**config.mk**
```make
export PLATFORM = sky130hd
export DESIGN_NAME = dcache_wb_dm_flat
export DESIGN_NICKNAME = d
export VERILOG_FILES = /design/src/rtl/dcache_pkg.sv /design/src/rtl/dcache_wb_dm_if.sv /design/src/rtl/dcache_byte_lane.sv /design/src/rtl/dcache_wb_dm.sv /design/src/flat_wrapper.sv
export SDC_FILE = /design/constraint.sdc
export NUM_CORES = 2
export LEC_CHECK = 0
export CAP_MARGIN = 20
export CORE_MARGIN = 3
export CORE_UTILIZATION = 45
export CTS_BUF_LIST = sky130_fd_sc_hd__clkbuf_8
export DETAILED_ROUTE_END_ITERATION = 12
export PLACE_DENSITY_LB_ADDON = 0.1
export SYNTH_ARGS = -nofsm -noshare
export SYNTH_HDL_FRONTEND = slang
export SYNTH_HIERARCHICAL = 1
export SYNTH_SLANG_ARGS = --single-unit
```
**constraint.sdc**
```tcl
create_clock -name CLK -period 8.1 [get_ports CLK]
set_input_delay 1.215 -clock CLK [delete_from_list [all_inputs] [get_ports CLK]]
set_output_delay 1.215 -clock CLK [all_outputs]
set_load 0.01 [all_outputs]
```
**src/rtl/dcache_pkg.sv**
```systemverilog
// Shared types and constants for the direct-mapped write-back data cache.
package dcache_pkg;

   typedef enum logic [1:0] {
      IDLE       = 2'd0,
      WRITE_BACK = 2'd1,
      MEM_RD     = 2'd2
   } dc_state_t;

   localparam int TAG_W    = 25;
   localparam int INDEX_W  = 3;
   localparam int OFFSET_W = 4;

   localparam logic [2:0] LD_LB  = 3'b000;
   localparam logic [2:0] LD_LH  = 3'b001;
   localparam logic [2:0] LD_LW  = 3'b010;
   localparam logic [2:0] LD_LBU = 3'b100;
   localparam logic [2:0] LD_LHU = 3'b101;

   localparam logic [1:0] ST_SB = 2'b00;
   localparam logic [1:0] ST_SH = 2'b01;
   localparam logic [1:0] ST_SW = 2'b10;

   // Byte enables within one 32-bit word; halfwords use bit 1 only, words ignore both bits.
   function automatic logic [3:0] st_byte_en(input logic [1:0] size, input logic [1:0] off);
      case (size)
         ST_SB:   return 4'b0001 << off;
         ST_SH:   return off[1] ? 4'b1100 : 4'b0011;
         ST_SW:   return 4'b1111;
         default: return 4'b0000;
      endcase
   endfunction

endpackage

```
**src/rtl/dcache_wb_dm_if.sv**
```systemverilog
// CPU-side request/response and main-memory block transfer signals of the data cache.
interface dcache_wb_dm_if;
   logic [3:0]   memReadEn;
   logic [2:0]   memWriteEn;
   logic [31:0]  DATA_CACHE_ADDR;
   logic [31:0]  DATA_CACHE_DATA;
   logic [31:0]  DATA_CACHE_READ_DATA;
   logic         DATA_CACHE_BUSY_WAIT;
   logic         MEM_READ;
   logic         MEM_WRITE;
   logic [27:0]  MEM_ADDR;
   logic [127:0] MEM_WRITE_DATA;
   logic [127:0] MEM_READ_DATA;
   logic         MEM_BUSY_WAIT;

   modport slave (
      input  memReadEn, memWriteEn, DATA_CACHE_ADDR, DATA_CACHE_DATA,
             MEM_READ_DATA, MEM_BUSY_WAIT,
      output DATA_CACHE_READ_DATA, DATA_CACHE_BUSY_WAIT,
             MEM_READ, MEM_WRITE, MEM_ADDR, MEM_WRITE_DATA
   );

   modport master (
      output memReadEn, memWriteEn, DATA_CACHE_ADDR, DATA_CACHE_DATA,
             MEM_READ_DATA, MEM_BUSY_WAIT,
      input  DATA_CACHE_READ_DATA, DATA_CACHE_BUSY_WAIT,
             MEM_READ, MEM_WRITE, MEM_ADDR, MEM_WRITE_DATA
   );
endinterface

```
**src/rtl/dcache_byte_lane.sv**
```systemverilog
// Combinational word/byte selection with load extension, and store byte-lane merge into a 16-byte line.
module dcache_byte_lane
   import dcache_pkg::*;
(
   input  logic [127:0] line,
   input  logic [3:0]   offset,
   input  logic [2:0]   ld_funct,
   input  logic [1:0]   st_size,
   input  logic [31:0]  st_data,
   output logic [31:0]  ld_data,
   output logic [127:0] line_merged
);
   logic [31:0] word;
   logic [7:0]  byte_sel;
   logic [15:0] half_sel;
   logic [31:0] st_repl;
   logic [15:0] byte_en;

   always_comb begin
      word     = line[{offset[3:2], 5'd0} +: 32];
      byte_sel = word[{offset[1:0], 3'd0} +: 8];
      half_sel = word[{offset[1], 4'd0} +: 16];
      case (ld_funct)
         LD_LB:   ld_data = {{24{byte_sel[7]}}, byte_sel};
         LD_LH:   ld_data = {{16{half_sel[15]}}, half_sel};
         LD_LBU:  ld_data = {24'd0, byte_sel};
         LD_LHU:  ld_data = {16'd0, half_sel};
         default: ld_data = word;
      endcase
   end

   // Store data is replicated across the word so every enabled lane sees its own byte.
   always_comb begin
      case (st_size)
         ST_SB:   st_repl = {4{st_data[7:0]}};
         ST_SH:   st_repl = {2{st_data[15:0]}};
         default: st_repl = st_data;
      endcase
      byte_en     = {12'd0, st_byte_en(st_size, offset[1:0])} << {offset[3:2], 2'b00};
      line_merged = line;
      for (int b = 0; b < 16; b++) begin
         if (byte_en[b]) line_merged[b*8 +: 8] = st_repl[(b%4)*8 +: 8];
      end
   end
endmodule

```
**src/rtl/dcache_wb_dm.sv**
```systemverilog
// Direct-mapped write-back/write-allocate data cache: zero-wait hits, misses stall via DATA_CACHE_BUSY_WAIT.
// Define DCACHE_STATS_EN to add the access_count/miss_count outputs.
module dcache_wb_dm
   import dcache_pkg::*;
#(
   parameter int LINES       = 8,
   parameter int BLOCK_WORDS = 4
) (
   input logic           CLK,
   input logic           RESET,
   dcache_wb_dm_if.slave bus
`ifdef DCACHE_STATS_EN
   ,
   output logic [31:0]   access_count,
   output logic [31:0]   miss_count
`endif
);
   localparam int IW         = $clog2(LINES);
   localparam int TW         = 32 - OFFSET_W - IW;
   localparam int BLOCK_BITS = BLOCK_WORDS * 32;

   logic [BLOCK_BITS-1:0] data_arr [LINES];
   logic [TW-1:0]         tag_arr  [LINES];
   logic [LINES-1:0]      valid;
   logic [LINES-1:0]      dirty;
   dc_state_t             state;

   logic                  mem_read_r;
   logic                  mem_write_r;
   logic [27:0]           mem_addr_r;
   logic [BLOCK_BITS-1:0] mem_wdata_r;

   logic [IW-1:0]  idx;
   logic [TW-1:0]  req_tag;
   logic           st_req, ld_req, req, hit, store_commit, refill;
   logic [31:0]    ld_data;
   logic [127:0]   line_merged;

   assign idx          = bus.DATA_CACHE_ADDR[OFFSET_W +: IW];
   assign req_tag      = bus.DATA_CACHE_ADDR[31 -: TW];
   assign st_req       = bus.memWriteEn[2];
   assign ld_req       = bus.memReadEn[3] && !st_req;
   assign req          = st_req || bus.memReadEn[3];
   assign hit          = valid[idx] && (tag_arr[idx] == req_tag);
   assign store_commit = (state == IDLE) && st_req && hit;
   assign refill       = (state == MEM_RD) && !bus.MEM_BUSY_WAIT;

   dcache_byte_lane u_lane (
      .line        (data_arr[idx]),
      .offset      (bus.DATA_CACHE_ADDR[3:0]),
      .ld_funct    (bus.memReadEn[2:0]),
      .st_size     (bus.memWriteEn[1:0]),
      .st_data     (bus.DATA_CACHE_DATA),
      .ld_data     (ld_data),
      .line_merged (line_merged)
   );

   assign bus.DATA_CACHE_READ_DATA = ld_req ? ld_data : 32'd0;
   // Gated by RESET so an aborted transfer releases the pipeline even while the request is held.
   assign bus.DATA_CACHE_BUSY_WAIT = !RESET && ((state != IDLE) || (req && !hit));
   assign bus.MEM_READ             = mem_read_r;
   assign bus.MEM_WRITE            = mem_write_r;
   assign bus.MEM_ADDR             = mem_addr_r;
   assign bus.MEM_WRITE_DATA       = mem_wdata_r;

   always_ff @(posedge CLK or posedge RESET) begin
      if (RESET) begin
         state       <= IDLE;
         valid       <= '0;
         dirty       <= '0;
         mem_read_r  <= 1'b0;
         mem_write_r <= 1'b0;
         mem_addr_r  <= '0;
         mem_wdata_r <= '0;
      end else begin
         case (state)
            IDLE: begin
               if (store_commit) begin
                  dirty[idx] <= 1'b1;
               end else if (req && !hit) begin
                  if (valid[idx] && dirty[idx]) begin
                     state       <= WRITE_BACK;
                     mem_write_r <= 1'b1;
                     mem_addr_r  <= {tag_arr[idx], idx};
                     mem_wdata_r <= data_arr[idx];
                  end else begin
                     state      <= MEM_RD;
                     mem_read_r <= 1'b1;
                     mem_addr_r <= bus.DATA_CACHE_ADDR[31:4];
                  end
               end
            end
            WRITE_BACK: begin
               if (!bus.MEM_BUSY_WAIT) begin
                  state       <= MEM_RD;
                  mem_write_r <= 1'b0;
                  mem_read_r  <= 1'b1;
                  mem_addr_r  <= bus.DATA_CACHE_ADDR[31:4];
               end
            end
            MEM_RD: begin
               if (!bus.MEM_BUSY_WAIT) begin
                  state      <= IDLE;
                  mem_read_r <= 1'b0;
                  valid[idx] <= 1'b1;
                  dirty[idx] <= 1'b0;
               end
            end
            default: state <= IDLE;
         endcase
      end
   end

   // Line storage carries no reset; validity is owned by the valid bits above.
   always_ff @(posedge CLK) begin
      if (store_commit) begin
         data_arr[idx] <= line_merged;
      end else if (refill) begin
         data_arr[idx] <= bus.MEM_READ_DATA;
         tag_arr[idx]  <= req_tag;
      end
   end

`ifdef DCACHE_STATS_EN
   always_ff @(posedge CLK or posedge RESET) begin
      if (RESET) begin
         access_count <= 32'd0;
         miss_count   <= 32'd0;
      end else if (state == IDLE && req) begin
         if (hit) access_count <= access_count + 32'd1;
         else     miss_count   <= miss_count + 32'd1;
      end
   end
`endif
endmodule

```
**src/flat_wrapper.sv**
```systemverilog
// flat-port wrapper written by rule: the top's interface ports become plain ports
module dcache_wb_dm_flat import dcache_pkg::*;
#(
   parameter int LINES       = 8,
   parameter int BLOCK_WORDS = 4
)
  (CLK, RESET, bus_memReadEn, bus_memWriteEn, bus_DATA_CACHE_ADDR, bus_DATA_CACHE_DATA, bus_MEM_READ_DATA, bus_MEM_BUSY_WAIT, bus_DATA_CACHE_READ_DATA, bus_DATA_CACHE_BUSY_WAIT, bus_MEM_READ, bus_MEM_WRITE, bus_MEM_ADDR, bus_MEM_WRITE_DATA);
  dcache_wb_dm_if bus_i ();
  input logic CLK;
  input logic RESET;
  input wire logic [$bits(bus_i.memReadEn)-1:0] bus_memReadEn;
  input wire logic [$bits(bus_i.memWriteEn)-1:0] bus_memWriteEn;
  input wire logic [$bits(bus_i.DATA_CACHE_ADDR)-1:0] bus_DATA_CACHE_ADDR;
  input wire logic [$bits(bus_i.DATA_CACHE_DATA)-1:0] bus_DATA_CACHE_DATA;
  input wire logic [$bits(bus_i.MEM_READ_DATA)-1:0] bus_MEM_READ_DATA;
  input wire logic [$bits(bus_i.MEM_BUSY_WAIT)-1:0] bus_MEM_BUSY_WAIT;
  output wire logic [$bits(bus_i.DATA_CACHE_READ_DATA)-1:0] bus_DATA_CACHE_READ_DATA;
  output wire logic [$bits(bus_i.DATA_CACHE_BUSY_WAIT)-1:0] bus_DATA_CACHE_BUSY_WAIT;
  output wire logic [$bits(bus_i.MEM_READ)-1:0] bus_MEM_READ;
  output wire logic [$bits(bus_i.MEM_WRITE)-1:0] bus_MEM_WRITE;
  output wire logic [$bits(bus_i.MEM_ADDR)-1:0] bus_MEM_ADDR;
  output wire logic [$bits(bus_i.MEM_WRITE_DATA)-1:0] bus_MEM_WRITE_DATA;
  assign bus_i.memReadEn = bus_memReadEn;
  assign bus_i.memWriteEn = bus_memWriteEn;
  assign bus_i.DATA_CACHE_ADDR = bus_DATA_CACHE_ADDR;
  assign bus_i.DATA_CACHE_DATA = bus_DATA_CACHE_DATA;
  assign bus_i.MEM_READ_DATA = bus_MEM_READ_DATA;
  assign bus_i.MEM_BUSY_WAIT = bus_MEM_BUSY_WAIT;
  assign bus_DATA_CACHE_READ_DATA = bus_i.DATA_CACHE_READ_DATA;
  assign bus_DATA_CACHE_BUSY_WAIT = bus_i.DATA_CACHE_BUSY_WAIT;
  assign bus_MEM_READ = bus_i.MEM_READ;
  assign bus_MEM_WRITE = bus_i.MEM_WRITE;
  assign bus_MEM_ADDR = bus_i.MEM_ADDR;
  assign bus_MEM_WRITE_DATA = bus_i.MEM_WRITE_DATA;
  dcache_wb_dm #(.LINES(LINES), .BLOCK_WORDS(BLOCK_WORDS)) u_core (.CLK(CLK), .RESET(RESET), .bus(bus_i));
endmodule
```
==> results_dict.tcl <==
set metrics [dict create \
    outcome "complete, no violations" \
    antenna_left 0 \
    grt_use_total_pct 29.88 \
    layout_common_cells "edfxtp_1, nand2_1, clkdlybuf4s50_1, clkbuf_8, mux2_2" \
    start_util_pct 45.61 \
    path_clk_slew_ns 0.06 \
    drt_iter0_drc 4420 \
    cts_sinks 1400 \
    cp-start-kind "primary input" \
    cts_hold_buf 0 \
    dp_cells 5749 \
    tritoncts "done" \
    worst_pin_slew_ns 1.298 \
    htreeDepth 4 \
    grt_pass1_vias 36490 \
    stdcell_area_um2 68710 \
    fin_util_pct 54.36 \
    async_reset_ff_share_pct 12.57 \
    grt_pass1_wl_um 279000 \
    fin_ws_ns 1.226 \
    hold_start "u_core/valid[1]$_DFFE_PP0P_" \
    grt_setup_unrepaired "false" \
    drive_above_1_share_pct 17.96 \
    required_ns 6.88 \
    fmax_ghz 0.1455 \
    r2r_slack_ns 3.67 \
    viasPerCell 6.142 \
    path_class "primary input to output port" \
    ys_types 67 \
    fp.dieH_um 363.9 \
    grt_start_max_net_pins 91 \
    synth_cells 3785 \
    drt-total-wl_um 200600 \
    synth-seq-area-share_pct 71.40 \
    peakVddDrop_mv 0.1746 \
    fill_cells 10380 \
    nets 4532 \
    yosys_warnings 6 \
    crit_path_end_kind "output port" \
    slew_viol_final 0 \
    place_ws_ns 1.192 \
    vias 38000 \
    syn_avg_cell_area_um2 15.23 \
    syn_nets 3987 \
    skew_ns 0.04011 \
    cpMostUsedCell "buf_4" \
    overflow 0 \
    clock_latency_ns 0.94 \
    critPathMaxFanout 28 \
    worst-endpoint-arrival_ns 5.66 \
    worstRegToRegCells 10 \
    first_pass_iters 6 \
    slowest_delay_ns 0.63 \
    hold_viol_final 0 \
    r2r-end "u_core/data_arr[4][19]$_DFFE_PP_" \
    power_density_nw_per_um2 233.7 \
    synth_edf_count 1224 \
    io_buffers 392 \
    r2r-start "u_core/tag_arr[1][9]$_DFFE_PP_" \
    wl_per_cell_um 32.42 \
    ys_ff_latch 1400 \
    dpl_cell_area_um2 64370 \
    period_minus_slack_ns 6.874 \
    path_cells "buf_4 -> nand2_2 -> nor2_4 -> buf_4 -> a22oi_1 -> nand4_1 -> mux4_2 -> mux2_2 -> nand3_2 -> nand3_1 -> and2_1 -> clkdlybuf4s50_1" \
    post_cts_buffers 0 \
    ys.flop_type "edfxtp_1" \
    gp_congestion 0.8682 \
    layout_commonest_cell "edfxtp_1" \
    cpMaxStageDelayCell "nor2_4" \
    clockBufferDepth 3 \
    die-area_um2 132400 \
    maxCapViolations 0 \
    drc 0 \
    area_growth_pct 19.19 \
    instances_no_fill 6187 \
    core-area_um2 126400 \
    setup_violations 0 \
    root_buffer "clkbuf_8" \
    hold_path_class "register to register" \
    syn-cell-area_um2 57650 \
    critPathCapture "bus_DATA_CACHE_READ_DATA[11]" \
    finalCritPeriodShare_pct 84.87 \
    cts_made_buffers 226 \
    die_x_um 363.9 \
    p_leak_uw 0.02486 \
    tns_ns 0 \
    hpwl_um 130400 \
    antenna_found_initial 24 \
    slew_headroom_pct 11.01 \
    crit_start "bus_DATA_CACHE_ADDR[5]" \
    cts_resized 0 \
    num_io_pins 393 \
    row_count 130 \
]
-- routing by layer --
metal  share of wire (%)  vias to the layer above  global-route usage (%)
met1                  41                    19580                   41.35
met3                  11                      382                   8.467
met5               0.028                        -                       0
met2                  45                     2163                   45.39
li1                    -                    15870                       -
met4                 3.6                       10                   10.55
-- worst min path at each step --
stage	to	slack, ns	cells after the start
after floorplan	u_core/valid[1]$_DFFE_PP0P_	0.43	1
after global placement	u_core/valid[1]$_DFFE_PP0P_	0.45	1
after detailed placement	u_core/valid[1]$_DFFE_PP0P_	0.45	1
after CTS	u_core/valid[1]$_DFFE_PP0P_	0.46	1
after global routing	u_core/valid[1]$_DFFE_PP0P_	0.49	1
final	u_core/valid[1]$_DFFE_PP0P_	0.46	1
-- Yosys cell counts, drive strengths merged (41+ instances only) --
library cell | n | area (um^2)
mux4 | 54 | 1216
a221oi | 71 | 621.9
clkbuf | 135 | 506.7
mux2 | 344 | 3874
edfxtp | 1224 | 36760
o21ai | 131 | 659.4
o22ai | 41 | 256.5
nand3 | 99 | 500.5
a22oi | 208 | 1567
dfrtp | 176 | 4404
buf | 104 | 596.8
mux2i | 147 | 1471
a21oi | 108 | 540.5
nand2 | 505 | 1896
a22o | 44 | 385.4
nor2 | 132 | 498.0
-- flip-flops by register name (all words and copies together) (netlist names), named ones only --
name	count
u_core/data_arr	1024
u_core/tag_arr	200
u_core/bus.MEM_WRITE_DATA	128
u_core/bus.MEM_ADDR	28
u_core/valid	8
u_core/state	2
u_core/bus.MEM_READ	1
u_core/bus.MEM_WRITE	1
-- layout make-up --
cell class	count	area [um^2]	area share [%]
Multi-Input combinational cell	2129	15510	22.58
Clock buffer	247	3400	4.948
Clock inverter	178	890.9	1.297
Inverter	17	71.32	0.1038
Sequential cell	1400	41160	59.90
Timing Repair Buffer	556	5583	8.125
Tap cell	1650	2064	3.005
Antenna cell	10	25.02	0.03642
-- power by group --
group | internal, uW | switching [uW]
clock | 2930 | 2830
combinational | 638 | 1330
sequential | 8260 | 65.3
-- stage by stage --
| stage | total power, uW | hold WS, ns |
|---|---|---|
| final | 16060 | 0.4605 |
| after global routing | 16590 | 0.4863 |
| after CTS | 16120 | 0.4598 |
| after detailed placement | 10400 | 0.4455 |
| after global placement | 10380 | 0.4476 |
| after floorplan | 9411 | 0.4290 |
-- cells by family (layout without fill, tap and decap cells) --
logic type             count (synthesis)  after routing  share of synthesized area, %
AO/OA/AOI/OAI                        701            701                         8.406
AND/OR/NAND/NOR                      876            876                         6.679
flip-flops                          1400           1400                         71.40
buffers and inverters                256            998                         2.025
multiplexers                         545            545                         11.38
XOR/XNOR                               7              7                        0.1064
other                                  0             10                             0
-- critical path: cells and delay by family --
family                 cells  cell delay, ns
and+or+nand+nor            6            2.50
buffers and inverters      3            1.29
muxes                      2            0.46
AOI/OAI and AO/OA          1            0.10
Power figures use the tool's default switching activity.
